$ cat src/rtl/fft_frame_tx_if.sv
// Bin-stream input, frame output and analyzer handshake of the FFT frame transmitter.
// Latency: n/a (signal bundle only).
// Backpressure: bin_ready from the block throttles the serial bin source.
interface fft_frame_tx_if;
    logic               bin_valid;
    logic               bin_first;
    logic [15:0]        bin_real;
    logic [15:0]        bin_imag;
    logic               bin_ready;
    logic               fft_valid;
    logic [15:0][31:0]  fft_d;      // fft_d[N] is frame slot N = {real, imag}
    logic               done;
    logic               busy;

    // Bin source / frame consumer side
    modport master (
        output bin_valid, bin_first, bin_real, bin_imag, done,
        input  bin_ready, fft_valid, fft_d, busy
    );

    // Frame transmitter side
    modport slave (
        input  bin_valid, bin_first, bin_real, bin_imag, done,
        output bin_ready, fft_valid, fft_d, busy
    );
endinterface

$ cat src/rtl/fft_frame_tx.sv
// Collects 16 serial FFT bins into ping-pong banks and presents each full frame in parallel.
// Latency: 16th bin accepted at edge k -> fft_valid pulse between edges k+1 and k+2.
// Backpressure: bin_ready drops while the write bank is full; frames wait for done.
module fft_frame_tx #(
    parameter bit BITREV = 1'b1
) (
    input  logic          clk,
    input  logic          rst,
    fft_frame_tx_if.slave io
);

    typedef enum logic [1:0] {
        TX_IDLE = 2'd0,
        TX_SEND = 2'd1,
        TX_WAIT = 2'd2
    } tx_state_t;

    tx_state_t   state;
    tx_state_t   state_nxt;
    logic [31:0] mem [2][16];
    logic        wr_bank;
    logic        rd_bank;
    logic [3:0]  cnt;
    logic [1:0]  full;
    logic [1:0]  full_nxt;
    logic [3:0]  slot;
    logic        xfer;
    logic        last_bin;
    logic        ack;

    function automatic logic [3:0] bitrev4(input logic [3:0] k);
        bitrev4 = {k[0], k[1], k[2], k[3]};
    endfunction

    // The writer only ever targets a bank that is not full, so a full bank is never disturbed
    assign io.bin_ready = ~full[wr_bank];
    assign xfer         = io.bin_valid & io.bin_ready;
    assign last_bin     = xfer & ~io.bin_first & (cnt == 4'd15);
    assign ack          = (state == TX_WAIT) & io.done;
    assign io.busy      = |full;

    // Slot for the incoming bin; a frame restart always lands in slot 0
    always_comb begin
        slot = BITREV ? bitrev4(cnt) : cnt;
        if (io.bin_first) begin
            slot = 4'd0;
        end
    end

    // Bank storage: contents carry no reset, only the flags decide validity
    always_ff @(posedge clk) begin
        if (xfer) begin
            mem[wr_bank][slot] <= {io.bin_real, io.bin_imag};
        end
    end

    // Write counter and write-bank pointer; bin_first restarts the frame in the same bank
    always_ff @(posedge clk or negedge rst) begin
        if (!rst) begin
            cnt     <= 4'd0;
            wr_bank <= 1'b0;
        end else if (xfer) begin
            if (io.bin_first) begin
                cnt <= 4'd1;
            end else if (last_bin) begin
                cnt     <= 4'd0;
                wr_bank <= ~wr_bank;
            end else begin
                cnt <= cnt + 4'd1;
            end
        end
    end

    // Full flags: set by the writer and cleared by the reader may hit different banks in one edge
    always_comb begin
        full_nxt = full;
        if (last_bin) begin
            full_nxt[wr_bank] = 1'b1;
        end
        if (ack) begin
            full_nxt[rd_bank] = 1'b0;
        end
    end

    // Full flag and read-bank pointer registers
    always_ff @(posedge clk or negedge rst) begin
        if (!rst) begin
            full    <= 2'b00;
            rd_bank <= 1'b0;
        end else begin
            full <= full_nxt;
            if (ack) begin
                rd_bank <= ~rd_bank;
            end
        end
    end

    // Reader state register
    always_ff @(posedge clk or negedge rst) begin
        if (!rst) begin
            state <= TX_IDLE;
        end else begin
            state <= state_nxt;
        end
    end

    // Reader next state and the one-cycle frame strobe; done only counts while waiting
    always_comb begin
        state_nxt    = state;
        io.fft_valid = 1'b0;
        case (state)
            TX_IDLE: begin
                if (full[rd_bank]) begin
                    state_nxt = TX_SEND;
                end
            end
            TX_SEND: begin
                io.fft_valid = 1'b1;
                state_nxt    = TX_WAIT;
            end
            TX_WAIT: begin
                if (io.done) begin
                    state_nxt = TX_IDLE;
                end
            end
            default: state_nxt = TX_IDLE;
        endcase
    end

    // Frame outputs follow the read bank, which is held until done is accepted
    always_comb begin
        for (int i = 0; i < 16; i++) begin
            io.fft_d[i] = mem[rd_bank][i];
        end
    end

endmodule

$ cat src/flat_wrapper.sv
// flat-port wrapper written by rule: the top's interface ports become plain ports
module fft_frame_tx_flat 
#(
    parameter bit BITREV = 1'b1
)
  (clk, rst, io_bin_valid, io_bin_first, io_bin_real, io_bin_imag, io_done, io_bin_ready, io_fft_valid, io_fft_d, io_busy);
  fft_frame_tx_if io_i ();
  input  logic clk;
  input  logic rst;
  input wire logic [$bits(io_i.bin_valid)-1:0] io_bin_valid;
  input wire logic [$bits(io_i.bin_first)-1:0] io_bin_first;
  input wire logic [$bits(io_i.bin_real)-1:0] io_bin_real;
  input wire logic [$bits(io_i.bin_imag)-1:0] io_bin_imag;
  input wire logic [$bits(io_i.done)-1:0] io_done;
  output wire logic [$bits(io_i.bin_ready)-1:0] io_bin_ready;
  output wire logic [$bits(io_i.fft_valid)-1:0] io_fft_valid;
  output wire logic [$bits(io_i.fft_d)-1:0] io_fft_d;
  output wire logic [$bits(io_i.busy)-1:0] io_busy;
  assign io_i.bin_valid = io_bin_valid;
  assign io_i.bin_first = io_bin_first;
  assign io_i.bin_real = io_bin_real;
  assign io_i.bin_imag = io_bin_imag;
  assign io_i.done = io_done;
  assign io_bin_ready = io_i.bin_ready;
  assign io_fft_valid = io_i.fft_valid;
  assign io_fft_d = io_i.fft_d;
  assign io_busy = io_i.busy;
  fft_frame_tx #(.BITREV(BITREV)) u_core (.clk(clk), .rst(rst), .io(io_i));
endmodule
$ cat config.mk
export PLATFORM = sky130hd
export DESIGN_NAME = fft_frame_tx_flat
export DESIGN_NICKNAME = d
export VERILOG_FILES = /design/src/rtl/fft_frame_tx_if.sv /design/src/rtl/fft_frame_tx.sv /design/src/flat_wrapper.sv
export SDC_FILE = /design/constraint.sdc
export NUM_CORES = 1
export LEC_CHECK = 0
export CAP_MARGIN = 20
export CORE_AREA = 2 2 292 294
export DETAILED_ROUTE_END_ITERATION = 12
export DIE_AREA = 0 0 294 296
export GPL_TIMING_DRIVEN = 0
export MAX_ROUTING_LAYER = met4
export PLACE_DENSITY = 0.68
export SETUP_SLACK_MARGIN = 0.1
export SLEW_MARGIN = 20
export SYNTH_ARGS = -nofsm -noshare
export SYNTH_HDL_FRONTEND = slang
export SYNTH_SLANG_ARGS = --single-unit
$ cat constraint.sdc
create_clock -name clk -period 6.6 [get_ports clk]
set_clock_uncertainty 0.2 [all_clocks]
set_input_delay 1.65 -clock clk [delete_from_list [all_inputs] [get_ports clk]]
set_output_delay 1.65 -clock clk [all_outputs]
set_load 0.05 [all_outputs]
* Yosys cells after proc, flatten, opt, wreduce, memory -nomap -nowiden *
Memory sizes are Yosys's and may differ from the RTL's.
Index checks and enable logic that the tools add are counted.

cells by class
  $add $sub $neg = 1
  $lt $le $gt $ge = 6
  equality and inequality tests = 5
  muxes and demuxes = 21
  bitwise gates (word level) = 12
  reduce and logical (&&, ||, !) cells = 7

operators with widths
  operator               count
  $mux W512              1
  $demux W32 S4          1
  $mux W32               1
  $mux W4                3
  $mux W1                8
  $mux W2                4
  $pmux W2 S3            1
  $ge A5 B5 Y1 const B   1
  $lt A5 B1 Y1 const B   1
  $not A4 Y5             1
  $add A4 B1 Y4 const B  1
  $and A1 B1 Y1          4
  $eq A4 B4 Y1 const B   1
  $lt A1 B2 Y1 const B   2
  $not A1 Y1             4
  $logic_and A1 B1 Y1    3
  $reduce_and A3 Y1      1
  $and A2 B2 Y2          1
  $demux W1 S1           2
  $eq A2 B1 Y1 const B   1
  $eq A2 B2 Y1 const B   1
  $ge A1 B1 Y1 const B   2
  $logic_not A2 Y1       1
  $ne A2 B1 Y1 const B   1
  other kinds (5)        5

storage, ports and cells
  bits in registers = 10
  bits in writable memories = 1024
  output and inout port bits = 515
  logic and storage cells = 58
  memories = 1

memories
  memory      depth  width  rd ports  clocked after memory_dff  write ports  RTL line            text
  u_core.mem  2      512    1         0                         1            fft_frame_tx.sv:20  logic [31:0] mem [2][16];

* Logic depth before layout (Yosys ltp) *
Gate-level depths: netlist of the first run.

  depth in word-level cells = 9
  depth in mapped cells = 4

* Worst setup path after synthesis of the first run *
OpenSTA, ideal clock, no wires.

  path type = input to register
  from = input port io_bin_first
  to = memory u_core.mem[1][128] in the netlist's numbering, enable pin
  setup time = 421 ps
  arrival = 3745 ps
  required time = 5979 ps
  path slack = 2234 ps
  stages on the path = 4
  path buffers = 1
  path through = clkbuf_1 > nor2b_1 > nand4_1 > nor2_1

between the ends
  cells in the longest elaborated chain, start to end = 7

ends and longest elaborated chain
  what                                                                RTL line            text
  start: declaration                                                  flat_wrapper.sv:11  input wire logic [$bits(io_i.bin_first)-1:0] io_bin_first;
  $mux W4 (*)                                                         fft_frame_tx.sv:45  if (io.bin_first) begin
  $not A4 Y5 (not written as such) (*)                                fft_frame_tx.sv:53  mem[wr_bank][slot] <= {io.bin_real, io.bin_imag};
  $ge A5 B5 Y1 (not written as such) or $lt A5 B1 Y1 (tied branches)  fft_frame_tx.sv:53
  $logic_and A1 B1 Y1 (not written as such)                           fft_frame_tx.sv:53
  $mux W32 (not written as such)                                      fft_frame_tx.sv:53
  $demux W32 S4 (*)                                                   fft_frame_tx.sv:53
  $mux W512 (not written as such) (*)                                 fft_frame_tx.sv:53
  end: declaration                                                    fft_frame_tx.sv:20

Every way passes the cells marked *; elsewhere a longest branch is shown, timed or not.

* Final worst setup path of the first run *
  from = register u_core.rd_bank
  to = output port io_fft_d[5]

between the ends
  cells in the longest elaborated chain, start to end = 1

ends and longest elaborated chain
  what                      RTL line            text
  start: declaration        fft_frame_tx.sv:22  logic rd_bank;
  start signal: assignment  fft_frame_tx.sv:93  rd_bank <= ~rd_bank;
  $mem_v2 Z2 W512           -
  end: declaration          flat_wrapper.sv:17  output wire logic [$bits(io_i.fft_d)-1:0] io_fft_d;

No other way between the ends.

==> flow_metrics.env, run 1 <==
export IMPL_outcome="completed"
export IMPL_grt_pass1_vias=19600
export IMPL_die_height_um=296
export IMPL_start_kind="flop"
export IMPL_port_buffers=550
export IMPL_slew_headroom_pct=32.9
export IMPL_fin_hold_ws_ns=0.300
export IMPL_drc_errors=0
export IMPL_fin_util_pct=58.9
export IMPL_rsz0062_at_grt="false"
export IMPL_crit_path_end_kind="output pin"
export IMPL_r2r_end="u_core.mem[0][304]$_DFFE_PP_"
export IMPL_fill_cells=5983
export IMPL_layout_drive_gt1_share_pct=34.0
export IMPL_clkSinkCount=1034
export IMPL_tns_ns=0
export IMPL_dpl_cell_area_mm2=0.0461
export IMPL_critPathKind="reg2out"
export IMPL_hold_start="u_core.state[1]$_DFFE_PN0P_"
export IMPL_cts_buffers=104
export IMPL_yosysSeqAreaShare_pct=82.5
export IMPL_via_count=18900
export IMPL_grtUsageMet1_pct=28.2
export IMPL_clkTransAtPathRegs_ns=0.06
export IMPL_pin_count=552
export IMPL_synth_distinct_cells=30
export IMPL_synth_nets=1733
export IMPL_ys_ff_latch=1034
export IMPL_reg2reg_depth=5
export IMPL_vdd_drop_max_mv=0.329
export IMPL_yosysWarnings=0
export IMPL_grt_max_degree=28
export IMPL_ctsResizeCount=0
export IMPL_drt_pass1_iter_count=5
export IMPL_die_area_mm2=0.0870
export IMPL_grt_use_met3_pct=5.49
export IMPL_avgSynthCellArea_um2=22.2
export IMPL_antenna_found_initial=13
export IMPL_start_util_pct=44.6
export IMPL_grt_pass1_wl_mm=141
export IMPL_synth_cell_area_mm2=0.0376
export IMPL_cts_hold_buffers=0
export IMPL_area_growth_pct=32.0
export IMPL_setup_viol=0
export IMPL_clock_fmax_mhz=196
export IMPL_critPathArrivalTime_ns=3.25
export IMPL_post_route_period_util_pct=77.2
export IMPL_htreeDepth=3
export IMPL_wl_per_cell_um=28.3
export IMPL_busiest_layer="met2"
export IMPL_fin_crit_ns=5.10
export IMPL_finalMaxSlewViolations=0
export IMPL_final_nets=2457
export IMPL_hold_class="reg2reg"
export IMPL_maxCapViolCount=0
export IMPL_dp_final_hpwl_mm=72.0
export IMPL_rows=107
export IMPL_required_ns=4.75
export IMPL_fin_total_pwr_w=0.0201
export IMPL_whs_path_depth=1
export IMPL_ant_nets=0
export IMPL_vias_per_cell=5.25
export IMPL_grt_total_usage_pct=23.8
export IMPL_routabilityCongestion=0.776
export IMPL_postCtsSetupBuffers=0
export IMPL_ctsLongestPathBuffers=3
export IMPL_p_leak_nw=16.3
export IMPL_r2r_start="u_core.wr_bank$_DFFE_PN0P_"
export IMPL_critPathMaxFanout=10
export IMPL_grt_overflow_total=0
export IMPL_final_area_mm2=0.0496
export IMPL_totalWireLength_mm=102
export IMPL_tightest_slew_ns=1.00
export IMPL_core_area_mm2=0.0842
export IMPL_regToRegSetupSlack_ns=3.33
export IMPL_ctsRootBufferMaster="clkbuf_16"
export IMPL_die_w_um=294
export IMPL_clk_latency_ns=0.65
export IMPL_p_per_area_mw_per_mm2=406
export IMPL_cts_tree="yes"
export IMPL_postSynthCellCount=1695
export IMPL_holdPathEnd="u_core.state[0]$_DFFE_PN0P_"
export IMPL_hold_viol=0
export IMPL_drt_iter0_markers=1467
export IMPL_met2_usage_pct=40.5
==> layer usage <==
layer / share of wire, % / wire [µm]
met2: 52 / 52700
met5: 0 / 0
met3: 7.0 / 7170
met1: 39 / 39400
met4: 2.7 / 2770
==> Yosys cell counts <==
library cell | count | area, µm²
edfxtp_1 | 1024 | 30700
mux2_2 | 514 | 5790
buf_2 | 57 | 285
nor2_1 | 37 | 139
dfrtp_1 | 10 | 250
nand2_1 | 7 | 26.3
nor2b_1 | 7 | 43.8
clkbuf_1 | 5 | 18.8
nand3_1 | 4 | 20.0
a31oi_1 | 3 | 18.8
inv_1 | 3 | 11.3
a21o_1 | 2 | 15.0
and4_1 | 2 | 17.5
and4b_1 | 2 | 20.0
nor3b_1 | 2 | 15.0
xnor2_1 | 2 | 17.5
a211o_1 | 1 | 8.76
a21oi_1 | 1 | 5.00
a221o_1 | 1 | 10.0
ha_1 | 1 | 12.5
mux2i_1 | 1 | 10.0
mux2i_4 | 1 | 22.5
nand2_2 | 1 | 6.26
nand3b_1 | 1 | 7.51
nand4_1 | 1 | 6.26
nand4b_2 | 1 | 15.0
nor3_1 | 1 | 5.00
o211ai_1 | 1 | 7.51
o21bai_1 | 1 | 7.51
or2_2 | 1 | 6.26
==> how the worst max path moves through the flow <==
stage                                from                            to  depth (start not counted)
2_1_floorplan                io_bin_first  u_core.mem[1][128]$_DFFE_PP_                          4
3_3_place_gp                 io_bin_first   u_core.mem[0][22]$_DFFE_PP_                          5
3_5_place_dp                 io_bin_first  u_core.mem[1][318]$_DFFE_PP_                          6
4_1_cts        u_core.rd_bank$_DFFE_PN0N_                 io_fft_d[140]                          5
5_1_grt        u_core.rd_bank$_DFFE_PN0N_                 io_fft_d[252]                          5
6_report       u_core.rd_bank$_DFFE_PN0N_                   io_fft_d[5]                          5
==> sequential cells by signal (all words and copies together) (netlist names) <==
name	count
u_core.mem	1024
u_core.cnt	4
u_core.full	2
u_core.state	2
u_core.rd_bank	1
u_core.wr_bank	1
==> layout make-up <==
type | count | area (µm²) | share of cell area [%]
sequential | 1034 | 31000 | 62.5
timing repair buffer | 618 | 6960 | 14.0
multi-input combinational | 596 | 6490 | 13.1
clock buffer | 131 | 2750 | 5.54
tap | 1090 | 1360 | 2.75
clock inverter | 62 | 679 | 1.37
buffer | 62 | 304 | 0.613
inverter | 3 | 11.3 | 0.0227
antenna | 4 | 10.0 | 0.0202
==> per-stage QoR <==
step           worst slack (ns)  std cells
2_1_floorplan              2.23       1695
3_3_place_gp              0.308       3335
3_5_place_dp               1.64       3403
4_1_cts                    1.37       3596
5_1_grt                    1.37       3599
6_report                   1.50       3600
==> critical path, stage by stage (launching register included) <==
cell and delay (ns):
dfrtp_1 0.36, buf_2 0.37, buf_2 0.38, buf_2 0.33, mux2_2 0.38, clkdlybuf4s50_1 0.76
==> report_power, final <==
part	switching [W]	internal (W)	leakage, nW	total [W]
clock	0.00244	0.00339	1.66	0.00583
combinational	0.00445	0.00236	5.26	0.00681
sequential	0.0000563	0.00744	9.36	0.00750
total	0.00695	0.0132	16.3	0.0201
==> logic make-up (layout without fill, tap and decap cells) <==
logic type,after synthesis,in the layout,share of synthesized area [%]
xor gates and xnor gates,2,2,0.0466
and+or+nand+nor,67,67,0.873
AOI/OAI and AO/OA,10,10,0.193
other,0,4,0
DFF,1034,1034,82.5
adders and majority gates,1,1,0.0333
buffers and inverters,65,876,0.839
muxes,516,516,15.5
==> cells in the final DEF, fill, tap and decap left out, types with 10 or more instances in the layout <==
cell type	count
buf_12	24
buf_16	40
buf_2	89
bufinv_16	11
clkbuf_1	30
clkbuf_16	106
clkdlybuf4s50_1	518
clkinv_1	22
clkinv_2	19
dfrtp_1	10
edfxtp_1	1024
mux2_2	514
nor2_4	32
(Power assumes the default switching activity.)
==> inputs of run 2 (changes only) <==
==> constraint.sdc (replaced) <==
create_clock -name clk -period 5.2 [get_ports clk]
set_clock_uncertainty 0.2 [all_clocks]
set_input_delay 1.3 -clock clk [delete_from_list [all_inputs] [get_ports clk]]
set_output_delay 1.3 -clock clk [all_outputs]
set_load 0.05 [all_outputs]
==> results of run 2 <==
The final DEF is identical to that of run 1. Status: completed.
Main changes from that run: setup slack after placement 1.64 ns -> 0.585 ns; setup slack after layout 1.50 ns -> 0.452 ns; register-to-register setup slack 3.33 ns -> 1.93 ns; total power 0.0201 W -> 0.0256 W; worst IR drop on VDD 0.329 mV -> 0.417 mV
